<file path="src/rtl/rom_alu_pkg.sv">
// Shared definitions for the ROM-driven ALU sequencer: opcodes, control-word
// layout, FSM states and the constant program / operand tables.
package rom_alu_pkg;

  // ALU opcodes; codes 8..15 are unassigned and produce zero.
  localparam logic [3:0] OP_ADD    = 4'd0;
  localparam logic [3:0] OP_SUB    = 4'd1;
  localparam logic [3:0] OP_AND    = 4'd2;
  localparam logic [3:0] OP_OR     = 4'd3;
  localparam logic [3:0] OP_XOR    = 4'd4;
  localparam logic [3:0] OP_SLL    = 4'd5;
  localparam logic [3:0] OP_SRL    = 4'd6;
  localparam logic [3:0] OP_PASS_A = 4'd7;

  // Control-word layout: {last, acc_en, op[3:0], ia[3:0], ib[3:0]}.
  localparam int CW_W       = 14;
  localparam int CW_LAST    = 13;
  localparam int CW_ACC_EN  = 12;
  localparam int CW_OP_LSB  = 8;
  localparam int CW_IA_LSB  = 4;
  localparam int CW_IB_LSB  = 0;
  localparam int PROG_DEPTH = 16;
  localparam int OPTAB_DEPTH = 16;

  typedef struct packed {
    logic       last;
    logic       acc_en;
    logic [3:0] op;
    logic [3:0] ia;
    logic [3:0] ib;
  } ctrl_word_t;

  typedef enum logic [1:0] {
    ST_IDLE = 2'd0,
    ST_EXEC = 2'd1,
    ST_DONE = 2'd2
  } state_e;

  function automatic ctrl_word_t mk_word(input logic last, input logic acc_en,
                                         input logic [3:0] op, input logic [3:0] ia,
                                         input logic [3:0] ib);
    ctrl_word_t w;
    w.last   = last;
    w.acc_en = acc_en;
    w.op     = op;
    w.ia     = ia;
    w.ib     = ib;
    return w;
  endfunction

  // Program ROM. no_last selects the step-limit variant in which every
  // last flag is cleared, so any run ends only through the step limit.
  function automatic ctrl_word_t prog_word(input logic [3:0] idx, input logic no_last);
    ctrl_word_t w;
    case (idx)
      4'd0:    w = mk_word(1'b1, 1'b0, OP_ADD, 4'd1, 4'd2);
      4'd1:    w = mk_word(1'b0, 1'b0, OP_ADD, 4'd2, 4'd2);
      4'd2:    w = mk_word(1'b0, 1'b1, OP_SUB, 4'd1, 4'd2);
      4'd3:    w = mk_word(1'b1, 1'b1, OP_SLL, 4'd2, 4'd1);
      4'd4:    w = mk_word(1'b1, 1'b0, OP_ADD, 4'd3, 4'd1);
      4'd5:    w = mk_word(1'b1, 1'b0, OP_SUB, 4'd0, 4'd2);
      default: w = mk_word(1'b0, 1'b0, OP_PASS_A, 4'd0, 4'd0);
    endcase
    if (no_last) begin
      w.last = 1'b0;
    end
    return w;
  endfunction

  // Operand table, 32 bits wide; resized to the datapath width by the user.
  function automatic logic [31:0] optab_word(input logic [3:0] idx);
    logic [31:0] v;
    case (idx)
      4'd0:    v = 32'h0000_0000;
      4'd1:    v = 32'h0000_0001;
      4'd2:    v = 32'h0000_0005;
      4'd3:    v = 32'hFFFF_FFFF;
      4'd4:    v = 32'h0000_0010;
      default: v = {20'h0_0000, idx, 8'h00};
    endcase
    return v;
  endfunction

endpackage

</file>
<file path="src/rtl/rom_alu_core.sv">
// Combinational ALU: one opcode applied to operands a and b.
// cout is the carry-out for ADD and the borrow for SUB, zero otherwise.
module rom_alu_core
  import rom_alu_pkg::*;
#(
  parameter int DATA_W = 32
) (
  input  logic [DATA_W-1:0] a,
  input  logic [DATA_W-1:0] b,
  input  logic [3:0]        op,
  output logic [DATA_W-1:0] y,
  output logic              cout
);

  // Opcode decode; unassigned opcodes fall through to zero.
  always_comb begin
    y    = '0;
    cout = 1'b0;
    case (op)
      OP_ADD:    {cout, y} = {1'b0, a} + {1'b0, b};
      OP_SUB: begin
        y    = a - b;
        cout = (a < b);
      end
      OP_AND:    y = a & b;
      OP_OR:     y = a | b;
      OP_XOR:    y = a ^ b;
      OP_SLL:    y = a << b[4:0];
      OP_SRL:    y = a >> b[4:0];
      OP_PASS_A: y = a;
      default:   y = '0;
    endcase
  end

endmodule

</file>
<file path="src/rtl/rom_alu_sequencer.sv">
// Sequential ROM/ALU engine: walks the program ROM from a host-supplied
// address, accumulating ALU results, then hands the final value and flags
// to a downstream consumer over a valid/ready handshake.
module rom_alu_sequencer
  import rom_alu_pkg::*;
#(
  parameter int DATA_W       = 32,
  parameter int PC_W         = 4,
  parameter int ABS_EN       = 1,
  // 0: normal program ROM; 1: same ROM with every last flag cleared.
  parameter int PROG_VARIANT = 0
) (
  input  logic              clk,
  input  logic              rst,
  input  logic              start,
  input  logic [PC_W-1:0]   start_pc,
  output logic              ready,
  output logic              out_valid,
  input  logic              out_ready,
  output logic [DATA_W-1:0] result,
  output logic              carry,
  output logic              neg,
  output logic              err
);

  // Step count value at which a run without a last flag is forced to end.
  localparam logic [PC_W:0] STEP_LIMIT = {1'b1, {PC_W{1'b0}}};

  state_e            state_reg, state_next;
  logic [PC_W-1:0]   pc_reg, pc_next;
  logic [DATA_W-1:0] acc_reg, acc_next;
  logic [PC_W:0]     step_reg, step_next;
  logic              run_carry_reg, run_carry_next;
  logic              run_err_reg, run_err_next;
  logic              out_valid_reg, out_valid_next;
  logic [DATA_W-1:0] result_reg, result_next;
  logic              carry_reg, carry_next;
  logic              neg_reg, neg_next;
  logic              err_reg, err_next;

  ctrl_word_t        word;
  logic [DATA_W-1:0] op_a, op_b, alu_y, final_val;
  logic              alu_cout;

  // Control word and operands follow the registered pc combinationally.
  assign word = prog_word(4'(pc_reg), PROG_VARIANT != 0);
  assign op_a = DATA_W'(optab_word(word.ia));
  assign op_b = DATA_W'(optab_word(word.ib));

  rom_alu_core #(
    .DATA_W (DATA_W)
  ) u_core (
    .a    (op_a),
    .b    (op_b),
    .op   (word.op),
    .y    (alu_y),
    .cout (alu_cout)
  );

  // Optional magnitude conversion; the most-negative value maps to itself.
  assign final_val = ((ABS_EN != 0) && acc_reg[DATA_W-1]) ? (~acc_reg + DATA_W'(1)) : acc_reg;

  assign ready     = (state_reg == ST_IDLE);
  assign out_valid = out_valid_reg;
  assign result    = result_reg;
  assign carry     = carry_reg;
  assign neg       = neg_reg;
  assign err       = err_reg;

  // Next-state and datapath updates for the IDLE -> EXEC -> DONE sequence.
  always_comb begin
    state_next     = state_reg;
    pc_next        = pc_reg;
    acc_next       = acc_reg;
    step_next      = step_reg;
    run_carry_next = run_carry_reg;
    run_err_next   = run_err_reg;
    out_valid_next = out_valid_reg;
    result_next    = result_reg;
    carry_next     = carry_reg;
    neg_next       = neg_reg;
    err_next       = err_reg;
    case (state_reg)
      ST_IDLE: begin
        if (start) begin
          pc_next        = start_pc;
          acc_next       = '0;
          step_next      = '0;
          run_carry_next = 1'b0;
          run_err_next   = 1'b0;
          state_next     = ST_EXEC;
        end
      end
      ST_EXEC: begin
        acc_next       = word.acc_en ? (acc_reg + alu_y) : alu_y;
        run_carry_next = run_carry_reg | alu_cout;
        pc_next        = pc_reg + 1'b1;
        step_next      = step_reg + 1'b1;
        if (word.last) begin
          state_next = ST_DONE;
        end else if (step_next == STEP_LIMIT) begin
          run_err_next = 1'b1;
          state_next   = ST_DONE;
        end
      end
      ST_DONE: begin
        // First DONE cycle captures the outputs; later cycles wait for the consumer.
        if (!out_valid_reg) begin
          result_next    = final_val;
          neg_next       = acc_reg[DATA_W-1];
          carry_next     = run_carry_reg;
          err_next       = run_err_reg;
          out_valid_next = 1'b1;
        end else if (out_ready) begin
          out_valid_next = 1'b0;
          state_next     = ST_IDLE;
        end
      end
      default: state_next = ST_IDLE;
    endcase
  end

  // State and datapath registers; reset aborts any run without output.
  always_ff @(posedge clk) begin
    if (rst) begin
      state_reg     <= ST_IDLE;
      pc_reg        <= '0;
      acc_reg       <= '0;
      step_reg      <= '0;
      run_carry_reg <= 1'b0;
      run_err_reg   <= 1'b0;
      out_valid_reg <= 1'b0;
      result_reg    <= '0;
      carry_reg     <= 1'b0;
      neg_reg       <= 1'b0;
      err_reg       <= 1'b0;
    end else begin
      state_reg     <= state_next;
      pc_reg        <= pc_next;
      acc_reg       <= acc_next;
      step_reg      <= step_next;
      run_carry_reg <= run_carry_next;
      run_err_reg   <= run_err_next;
      out_valid_reg <= out_valid_next;
      result_reg    <= result_next;
      carry_reg     <= carry_next;
      neg_reg       <= neg_next;
      err_reg       <= err_next;
    end
  end

endmodule

</file>
<file path="config.mk">
export PLATFORM = sky130hd
export DESIGN_NAME = rom_alu_sequencer
export DESIGN_NICKNAME = d
export VERILOG_FILES = /design/src/rtl/rom_alu_pkg.sv /design/src/rtl/rom_alu_core.sv /design/src/rtl/rom_alu_sequencer.sv
export SDC_FILE = /design/constraint.sdc
export NUM_CORES = 1
export LEC_CHECK = 0
export ABC_AREA = 1
export CORE_MARGIN = 2
export CORE_UTILIZATION = 52
export DETAILED_ROUTE_END_ITERATION = 6
export PLACE_DENSITY = 0.71
export SLEW_MARGIN = 20
export SYNTH_ARGS = -nofsm -noshare
export SYNTH_HDL_FRONTEND = slang
export SYNTH_SLANG_ARGS = --single-unit
</file>
<file path="constraint.sdc">
create_clock -name clk -period 10.35 [get_ports clk]
set_clock_uncertainty 0.2 [all_clocks]
set_input_delay 2.07 -clock clk [delete_from_list [all_inputs] [get_ports clk]]
set_output_delay 2.07 -clock clk [all_outputs]
set_load 0.05 [all_outputs]
</file>
==> reports/qor.csv, run 1 <==
metric,value,unit
timing.fmax,0.142,GHz
synthesis.nets,1286,
num_antenna_cells,0,
timing.final.crit_share,0.682,
final.setup.tns,0,ns
cp.arrival,7.15,ns
total_leakage_power,3.95,nW
ios,45,
clock_sinks,81,
synth_area,7920,um^2
grt_pass1_wl,37.4,mm
route.detailed.drc,0,
cts-buffers-inserted,9,
maxSlewViolCount,0,
hold_class,flop to flop,
crit_path_max_fanout,20,
antenna_found_initial,0,
cts_tree,built,
nets,1309,
start_util,0.527,
endpoint_kind,flop,
synth-seq-cells,81,
die_w,127,um
synth_top_area_frac,0.205,
gp_congestion,0.961,
synth_edf_count,0,
preCtsSetupSlack,3.49,ns
via_count,7995,
p_per_area,218,nW/um^2
die_area,16200,um^2
postCtsHoldBufs,0,
start_kind,flop,
irDropWorstVdd,0.205,mV
ys.warnings.count,0,
pwr-share-comb,0.618,
utilization,0.584,
grt.overflow.total,0,
status,"finished, final reports clean",
ant_nets,0,
intPower,0.911,mW
routed_wl,23.1,mm
tightest_slew,0.999,ns
coreArea,15000,um^2
cts_setup_buffers,0,
area_growth,10.9,%
clk_path_buf_depth,2,
rsz0062_at_grt,no,
ctsResizeCount,0,
path_buf_inv,5,
power_frac_seq,0.203,
cap_violations,0,
setup.worst_path.class,flop to flop,
fill_cells,1513,
clockPowerShare,0.179,
crit_family,adder cells,
ys_types,56,
first_pass_iters,6,
core.rowCount,45,
post-route-min-period,7.06,ns
cts.clk_slew.worst_paths,0.06,ns
setup_violations,0,
placed_area,8460,um^2
grt_max_degree,62,
slowest_delay,0.90,ns
yosysTopAreaCell,dfxtp_1,
cp_common_cell,nand2_1,
critPathRequiredTime,10.44,ns
ctsRootBufferMaster,clkbuf_16,
slew-limit-headroom,0.330,
layout.cells.most_common_list,"287 x nand2_1, 149 x inv_1, 101 x a21oi_1",
grt_pass1_vias,7433,
htree_levels,3,
post_drt_wl_per_cell,16.1,um
crit_path_top_delay_cell,ha_1,
drive_above_1_share,0.116,
vias_per_cell,5.57,
hpwl,17.9,mm
avgSynthCellArea,6.49,um^2
grt_usage,0.289,
final_area,8780,um^2
seq_area_frac_synth,0.205,
synthTopCellsByArea,"dfxtp_1 20%, nand2_1 14%, inv_1 7.1%",
clk_latency,0.36,ns
switching_share,0.525,
power.switching,1.01,mW
holdWs,0.270,ns
mostFrequentLayoutCell,nand2_1,
netlist_instances,1219,
ys.flop_type,dfxtp_1,
fin_ws,3.29,ns
postSynth.asyncResetShare,0,
io_buffer_count,44,
drtIter0Drc,608,
hold_viol,0,
fp.dieH,127,um
-- worst reg2reg max path, delay by kind of cell (launching register included) --
| family | cells | cell delay (ns) |
|---|---|---|
| simple gates | 17 | 1.96 |
| compound gates | 6 | 1.23 |
| buf+inv | 5 | 1.06 |
| xor+xnor | 1 | 0.17 |
| fa+ha+maj | 4 | 2.03 |
| flops | 1 | 0.34 |
-- cells in the mapped netlist (16+ instances only) --
cell type  number
fa_1           24
o211ai_1       23
o21ai_0        84
inv_1         150
nand3_1        66
ha_1           35
nand4_1        18
xor2_1         17
nand2_2        40
nor2_1         96
clkbuf_1       23
dfxtp_1        81
o221ai_1       16
a21oi_1       101
nand2_1       287
-- routing by layer --
metal | share of wire | vias to the layer above | GRT usage
li1 | - | 4062 | -
met1 | 0.43 | 3682 | 0.355
met2 | 0.50 | 195 | 0.509
met3 | 0.033 | 56 | 0.0348
met4 | 0.039 | 0 | 0.122
met5 | 0 | - | 0
-- area by class of cell --
class / instances / area [um^2] / area share
repair buffers: 51 / 493 / 0.0562
well taps: 188 / 235 / 0.0268
clock inverters: 6 / 73.8 / 0.00841
flip-flops and latches: 81 / 1620 / 0.185
inverters: 166 / 623 / 0.0710
multi-input cells: 933 / 5490 / 0.626
clock buffers: 10 / 239 / 0.0272
-- per-stage QoR --
stage | cells | total power, mW
3_5_place_dp | 1419 | 1.57
3_3_place_gp | 1419 | 1.56
5_1_grt | 1435 | 2.07
6_report | 1435 | 1.92
2_1_floorplan | 1219 | 1.27
4_1_cts | 1435 | 1.91
-- power by group through the flow --
stage	clock (mW)	sequential, mW	combinational [mW]
floorplan	0	0.435	0.835
global placement	0	0.396	1.16
detailed placement	0	0.396	1.17
CTS	0.347	0.389	1.18
global route	0.357	0.394	1.32
finish	0.342	0.389	1.19
-- path summary, 6_finish.rpt --
check        depth (start not counted)  slack [ns]       from     endpoint
max reg2reg                         33        3.29  pc_reg[1]  acc_reg[31]
min reg2reg                          2        0.27        neg          neg
min                                  2        0.27        neg          neg
max                                 33        3.29  pc_reg[1]  acc_reg[31]
-- cell families (layout without fill, tap and decap cells) --
logic type / after synthesis / count (layout) / synth area share
fa+ha+maj: 59 / 59 / 0.116
simple gates: 589 / 589 / 0.357
buf+inv: 205 / 233 / 0.103
flops: 81 / 81 / 0.205
compound gates: 263 / 263 / 0.195
xor+xnor: 22 / 22 / 0.0243
Power figures use the tool's default switching activity.
==> run 2: changes to the inputs <==
==> constraint.sdc (replaced) <==
create_clock -name clk -period 6.7 [get_ports clk]
set_clock_uncertainty 0.2 [all_clocks]
set_input_delay 1.34 -clock clk [delete_from_list [all_inputs] [get_ports clk]]
set_output_delay 1.34 -clock clk [all_outputs]
set_load 0.05 [all_outputs]
==> reports/qor.csv, run 2 (synthesis gave the netlist of run 1 again) <==
metric,value,unit,change
grt_pass1_wl,37.5,mm,+0.13%
routed_wl,23.2,mm,+0.46%
seqCellArea,1620,um^2,unchanged
timing.final.crit_share,0.888,,+0.206
num_antenna_cells,0,,unchanged
cts.clk_slew.worst_paths,0.07,ns,about the same
grt_max_degree,62,,unchanged
grt.overflow.total,0,,unchanged
clockPowerShare,0.173,,-0.006
die_w,127,um,unchanged
reg2reg_depth,34,,+3.0%
coreArea,15000,um^2,unchanged
maxSlewViolCount,0,,unchanged
drive_above_1_share,0.120,,+0.00353
die_area,16200,um^2,unchanged
switching_share,0.525,,about the same
crit-reg2reg-launch,pc_reg[1],,
grt_pass1_vias,7248,,-2.5%
setup_violations,0,,unchanged
crit_path_max_fanout,17,,-15%
antenna_found_initial,0,,unchanged
power_frac_seq,0.204,,about the same
utilization,0.586,,+0.00191
total_power,2.95,mW,+54%
setup.worst_path.class,flop to flop,,
post_drt_wl_per_cell,16.1,um,+0.11%
vias_per_cell,5.52,,-0.90%
gp_congestion,0.990,,+3.0%
reg2reg_to,acc_reg[21],,
p_per_area,335,nW/um^2,+53%
hpwl,18.2,mm,+1.7%
endpoint_kind,flop,,
crit_path_top_delay_cell,o21ai_0,,
area_growth,11.2,%,
ant_nets,0,,unchanged
tightest_slew,1.00,ns,+0.00205 ns
crit_start,pc_reg[1],,
first_pass_iters,5,,-1
cp.arrival,5.96,ns,-1.19 ns
ios,45,,unchanged
cts_tree,built,,
final.setup.tns,0,ns,unchanged
hold_class,flop to flop,,
final_area,8810,um^2,+0.33%
ctsResizeCount,0,,unchanged
start_util,0.527,,unchanged
critPathCapture,acc_reg[21],,
fp.dieH,127,um,unchanged
layoutNonFillerInstCount,1440,,+0.35%
total_leakage_power,3.97,nW,+0.49%
status,"finished, final reports clean",,
core.rowCount,45,,unchanged
cap_violations,0,,unchanged
slew-limit-headroom,0.329,,-0.00138
route.detailed.drc,0,,unchanged
io_buffer_count,44,,unchanged
hold_viol,0,,unchanged
slowest_delay,0.55,ns,-0.35 ns
clk_path_buf_depth,2,,unchanged
grt_usage,0.290,,+0.00107
nets,1314,,+0.38%
pwr-share-comb,0.623,,+0.005
start_kind,flop,,
layout.cells.most_common_list,"287 x nand2_1, 149 x inv_1, 101 x a21oi_1",,
cts_setup_buffers,0,,unchanged
reg2reg_slack,0.75,ns,-2.54 ns
postCtsHoldBufs,0,,unchanged
critPathRequiredTime,6.70,ns,-3.74 ns
clock_sinks,81,,unchanged
rsz0062_at_grt,no,,
irDropWorstVdd,0.157,mV,-23%
cp_common_cell,nand2_1,,
place_inst,1424,,+0.35%
post-route-min-period,5.95,ns,-1.11 ns
fill_cells,1463,,-3.3%
cts-buffers-inserted,9,,unchanged
drtIter0Drc,692,,+14%
mostFrequentLayoutCell,nand2_1,,
timing.fmax,0.168,GHz,+19%
multi_input_area,5490,um^2,unchanged
via_count,7951,,-0.55%
placed_area,8500,um^2,+0.44%
ctsRootBufferMaster,clkbuf_16,,
htree_levels,3,,unchanged
clk_latency,0.34,ns,-0.02 ns
intPower,1.40,mW,+54%
power.switching,1.55,mW,+54%
## run 2: cell types whose count changed in the layout (fill, tap and decap cells not counted)
cell	delta
buf_4	+5
clkbuf_8	-1
clkinv_2	+1
## run 2: worst min path at each step
| stage | start | endpoint | slack (ns) | cells past startpoint |
|---|---|---|---|---|
| 2_1_floorplan | step_reg[0] | step_reg[0] | 0.25 | 1 |
| 3_3_place_gp | neg | neg | 0.26 | 2 |
| 3_5_place_dp | step_reg[4] | step_reg[4] | 0.27 | 2 |
| 4_1_cts | step_reg[4] | step_reg[4] | 0.28 | 2 |
| 5_1_grt | step_reg[4] | step_reg[4] | 0.30 | 2 |
| 6_report | step_reg[4] | step_reg[4] | 0.28 | 2 |
## run 2: cell type report
cell class | instances | share of cell area
Multi-Input combinational cell | 933 | 0.624
Sequential cell | 81 | 0.184
Inverter | 166 | 0.0708
Timing Repair Buffer | 56 | 0.0602
Tap cell | 188 | 0.0267
Clock buffer | 9 | 0.0256
Clock inverter | 7 | 0.00895
## run 2: power groups by stage
stage	logic [mW]	clock network [mW]	registers (mW)
final	1.83	0.509	0.602
after detailed placement	1.81	0	0.613
after global routing	2.04	0.536	0.609
after global placement	1.80	0	0.612
after CTS	1.82	0.512	0.602
after floorplan	1.29	0	0.671
## run 2: layer usage
layer	global-route usage	part of all wire	up-vias
met5	0	0	-
met4	0.117	0.039	0
met3	0.0482	0.054	53
met1	0.376	0.44	3572
met2	0.481	0.47	252
li1	-	-	4074
## run 2: through the flow
stage / hold slack (ns) / worst slack, ns
after detailed placement: 0.272 / 0.854
after global placement: 0.263 / 1.05
after floorplan: 0.254 / 1.13
after CTS: 0.282 / 0.830
after global routing: 0.300 / 0.249
final: 0.282 / 0.748
## run 2: critical path: cells and delay by family, from the launching register on
kind                     cells  cell delay, ns
AO/OA/AOI/OAI                6            1.15
XOR/XNOR                     1            0.15
adder cells (fa/ha/maj)      4            1.38
buffers and inverters        7            0.94
flip-flops                   1            0.37
AND/OR/NAND/NOR             16            1.61
==> run 3: changes to the inputs <==
--- a/config.mk
+++ b/config.mk
@@ -10,6 +10,7 @@
 export CORE_UTILIZATION = 52
 export DETAILED_ROUTE_END_ITERATION = 6
 export PLACE_DENSITY = 0.71
+export REMOVE_ABC_BUFFERS = 1
 export SLEW_MARGIN = 20
 export SYNTH_ARGS = -nofsm -noshare
 export SYNTH_HDL_FRONTEND = slang
==> constraint.sdc (replaced) <==
create_clock -name clk -period 7.3 [get_ports clk]
set_clock_uncertainty 0.2 [all_clocks]
set_input_delay 1.46 -clock clk [delete_from_list [all_inputs] [get_ports clk]]
set_output_delay 1.46 -clock clk [all_outputs]
set_load 0.05 [all_outputs]
==> reports/qor.csv, run 3 (synthesis gave the netlist of run 1 again) <==
metric,value,unit,change
nets,1313,,-0.076%
power_frac_seq,0.203,,about the same
ant_nets,0,,unchanged
grt_pass1_wl,38.2,mm,+1.9%
post_drt_wl_per_cell,16.4,um,+1.7%
maxSlewViolCount,0,,unchanged
slew-limit-headroom,0.330,,+0.00138
cts.clk_slew.worst_paths,0.07,ns,about the same
status,"finished, final reports clean",,
antenna_found_initial,0,,unchanged
vias_per_cell,5.61,,+1.5%
timing.final.crit_share,0.873,,-0.0152
drive_above_1_share,0.120,,about the same
route.detailed.drc,0,,unchanged
multi_input_area,5490,um^2,unchanged
intPower,1.25,mW,-11%
reg2reg_depth,27,,-21%
switching_share,0.535,,+0.0100
ctsResizeCount,0,,unchanged
fp.dieH,127,um,unchanged
fin_ws,0.926,ns,+0.178 ns
grt.overflow.total,0,,unchanged
seqCellArea,1620,um^2,unchanged
die_w,127,um,unchanged
preCtsSetupSlack,1.01,ns,+0.152 ns
holdWs,0.283,ns,+0.00135 ns
first_pass_iters,5,,unchanged
power.switching,1.44,mW,-7.0%
routed_wl,23.6,mm,+1.6%
irDropWorstVdd,0.148,mV,-6.1%
ctsRootBufferMaster,clkbuf_16,,
core.rowCount,45,,unchanged
start_util,0.527,,unchanged
cts_setup_buffers,0,,unchanged
rsz0062_at_grt,no,,
clock_sinks,81,,unchanged
setup.worst_path.class,flop to flop,,
p_per_area,306,nW/um^2,-8.4%
coreArea,15000,um^2,unchanged
final_area,8770,um^2,-0.36%
timing.fmax,0.157,GHz,-6.6%
hpwl,17.4,mm,-4.3%
postCtsHoldBufs,0,,unchanged
grt_usage,0.298,,+0.00811
area_growth,10.8,%,
hold_depth,2,,unchanged
layout.cells.most_common_list,"287 x nand2_1, 149 x inv_1, 101 x a21oi_1",,
cts_tree,built,,
cts-buffers-inserted,9,,unchanged
gp_congestion,1.05,,+5.6%
num_antenna_cells,0,,unchanged
io_buffer_count,44,,unchanged
reg2reg_slack,0.93,ns,+0.18 ns
tightest_slew,1.00,ns,+0.00411 ns
cp.arrival,6.38,ns,+0.42 ns
hold_viol,0,,unchanged
place_inst,1423,,-0.070%
total_power,2.69,mW,-8.7%
post-route-min-period,6.37,ns,+0.422 ns
total_leakage_power,3.95,nW,-0.51%
mostFrequentLayoutCell,nand2_1,,
endpoint_kind,flop,,
setup_violations,0,,unchanged
start_kind,flop,,
layoutNonFillerInstCount,1439,,-0.069%
htree_levels,3,,unchanged
placed_area,8490,um^2,-0.15%
drtIter0Drc,712,,+2.9%
clk_path_buf_depth,2,,unchanged
via_count,8067,,+1.5%
utilization,0.584,,-0.00208
cap_violations,0,,unchanged
fill_cells,1501,,+2.6%
final.setup.tns,0,ns,unchanged
critPathRequiredTime,7.30,ns,+0.60 ns
ios,45,,unchanged
clockPowerShare,0.169,,-0.004
pwr-share-comb,0.628,,+0.005
die_area,16200,um^2,unchanged
hold_class,flop to flop,,
clk_latency,0.36,ns,+0.02 ns
grt_max_degree,62,,unchanged
crit_path_max_fanout,20,,+3
grt_pass1_vias,7270,,+0.30%
## run 3: cell type report
| type | count | area share |
|---|---|---|
| Clock buffer | 9 | 0.0257 |
| Clock inverter | 7 | 0.00684 |
| Inverter | 166 | 0.0710 |
| Multi-Input combinational cell | 933 | 0.626 |
| Sequential cell | 81 | 0.185 |
| Tap cell | 188 | 0.0268 |
| Timing Repair Buffer | 55 | 0.0590 |
## run 3: power groups by stage
stage	clock (mW)	combinational [mW]	sequential (mW)
floorplan	0	1.15	0.619
global placement	0	1.64	0.553
detailed placement	0	1.66	0.555
CTS	0.460	1.67	0.545
global route	0.479	1.88	0.553
finish	0.454	1.69	0.545
## run 3: worst paths after layout
kind,to,from
min,neg,neg
max,acc_reg[29],pc_reg[1]
max reg2reg,acc_reg[29],pc_reg[1]
min reg2reg,neg,neg
## run 3: critical path: stages (launching register included)
cell,delay (ns)
dfxtp_1,0.38
ha_1,0.26
nand2_1,0.13
nor2_4,0.20
inv_1,0.10
nand2_1,0.11
nand2_1,0.35
ha_1,0.91
inv_2,0.25
a21oi_1,0.17
o21ai_0,0.12
fa_1,0.49
xnor2_1,0.18
o221ai_1,0.20
ha_1,0.41
nand2_1,0.06
inv_1,0.07
nand3_1,0.05
o21ai_0,0.48
nand3_2,0.20
nand2_4,0.11
nand2_2,0.07
o21ai_4,0.18
nand3_1,0.17
nand4_1,0.13
nand3_1,0.08
nand2_1,0.09
a21oi_2,0.05
## run 3: metal layers
layer | track usage | wire length, um | up-vias
met2 | 0.474 | 10500 | 251
met1 | 0.422 | 11200 | 3735
li1 | - | - | 4064
met5 | 0 | 0 | -
met3 | 0.0582 | 1650 | 17
met4 | 0.0627 | 244 | 0
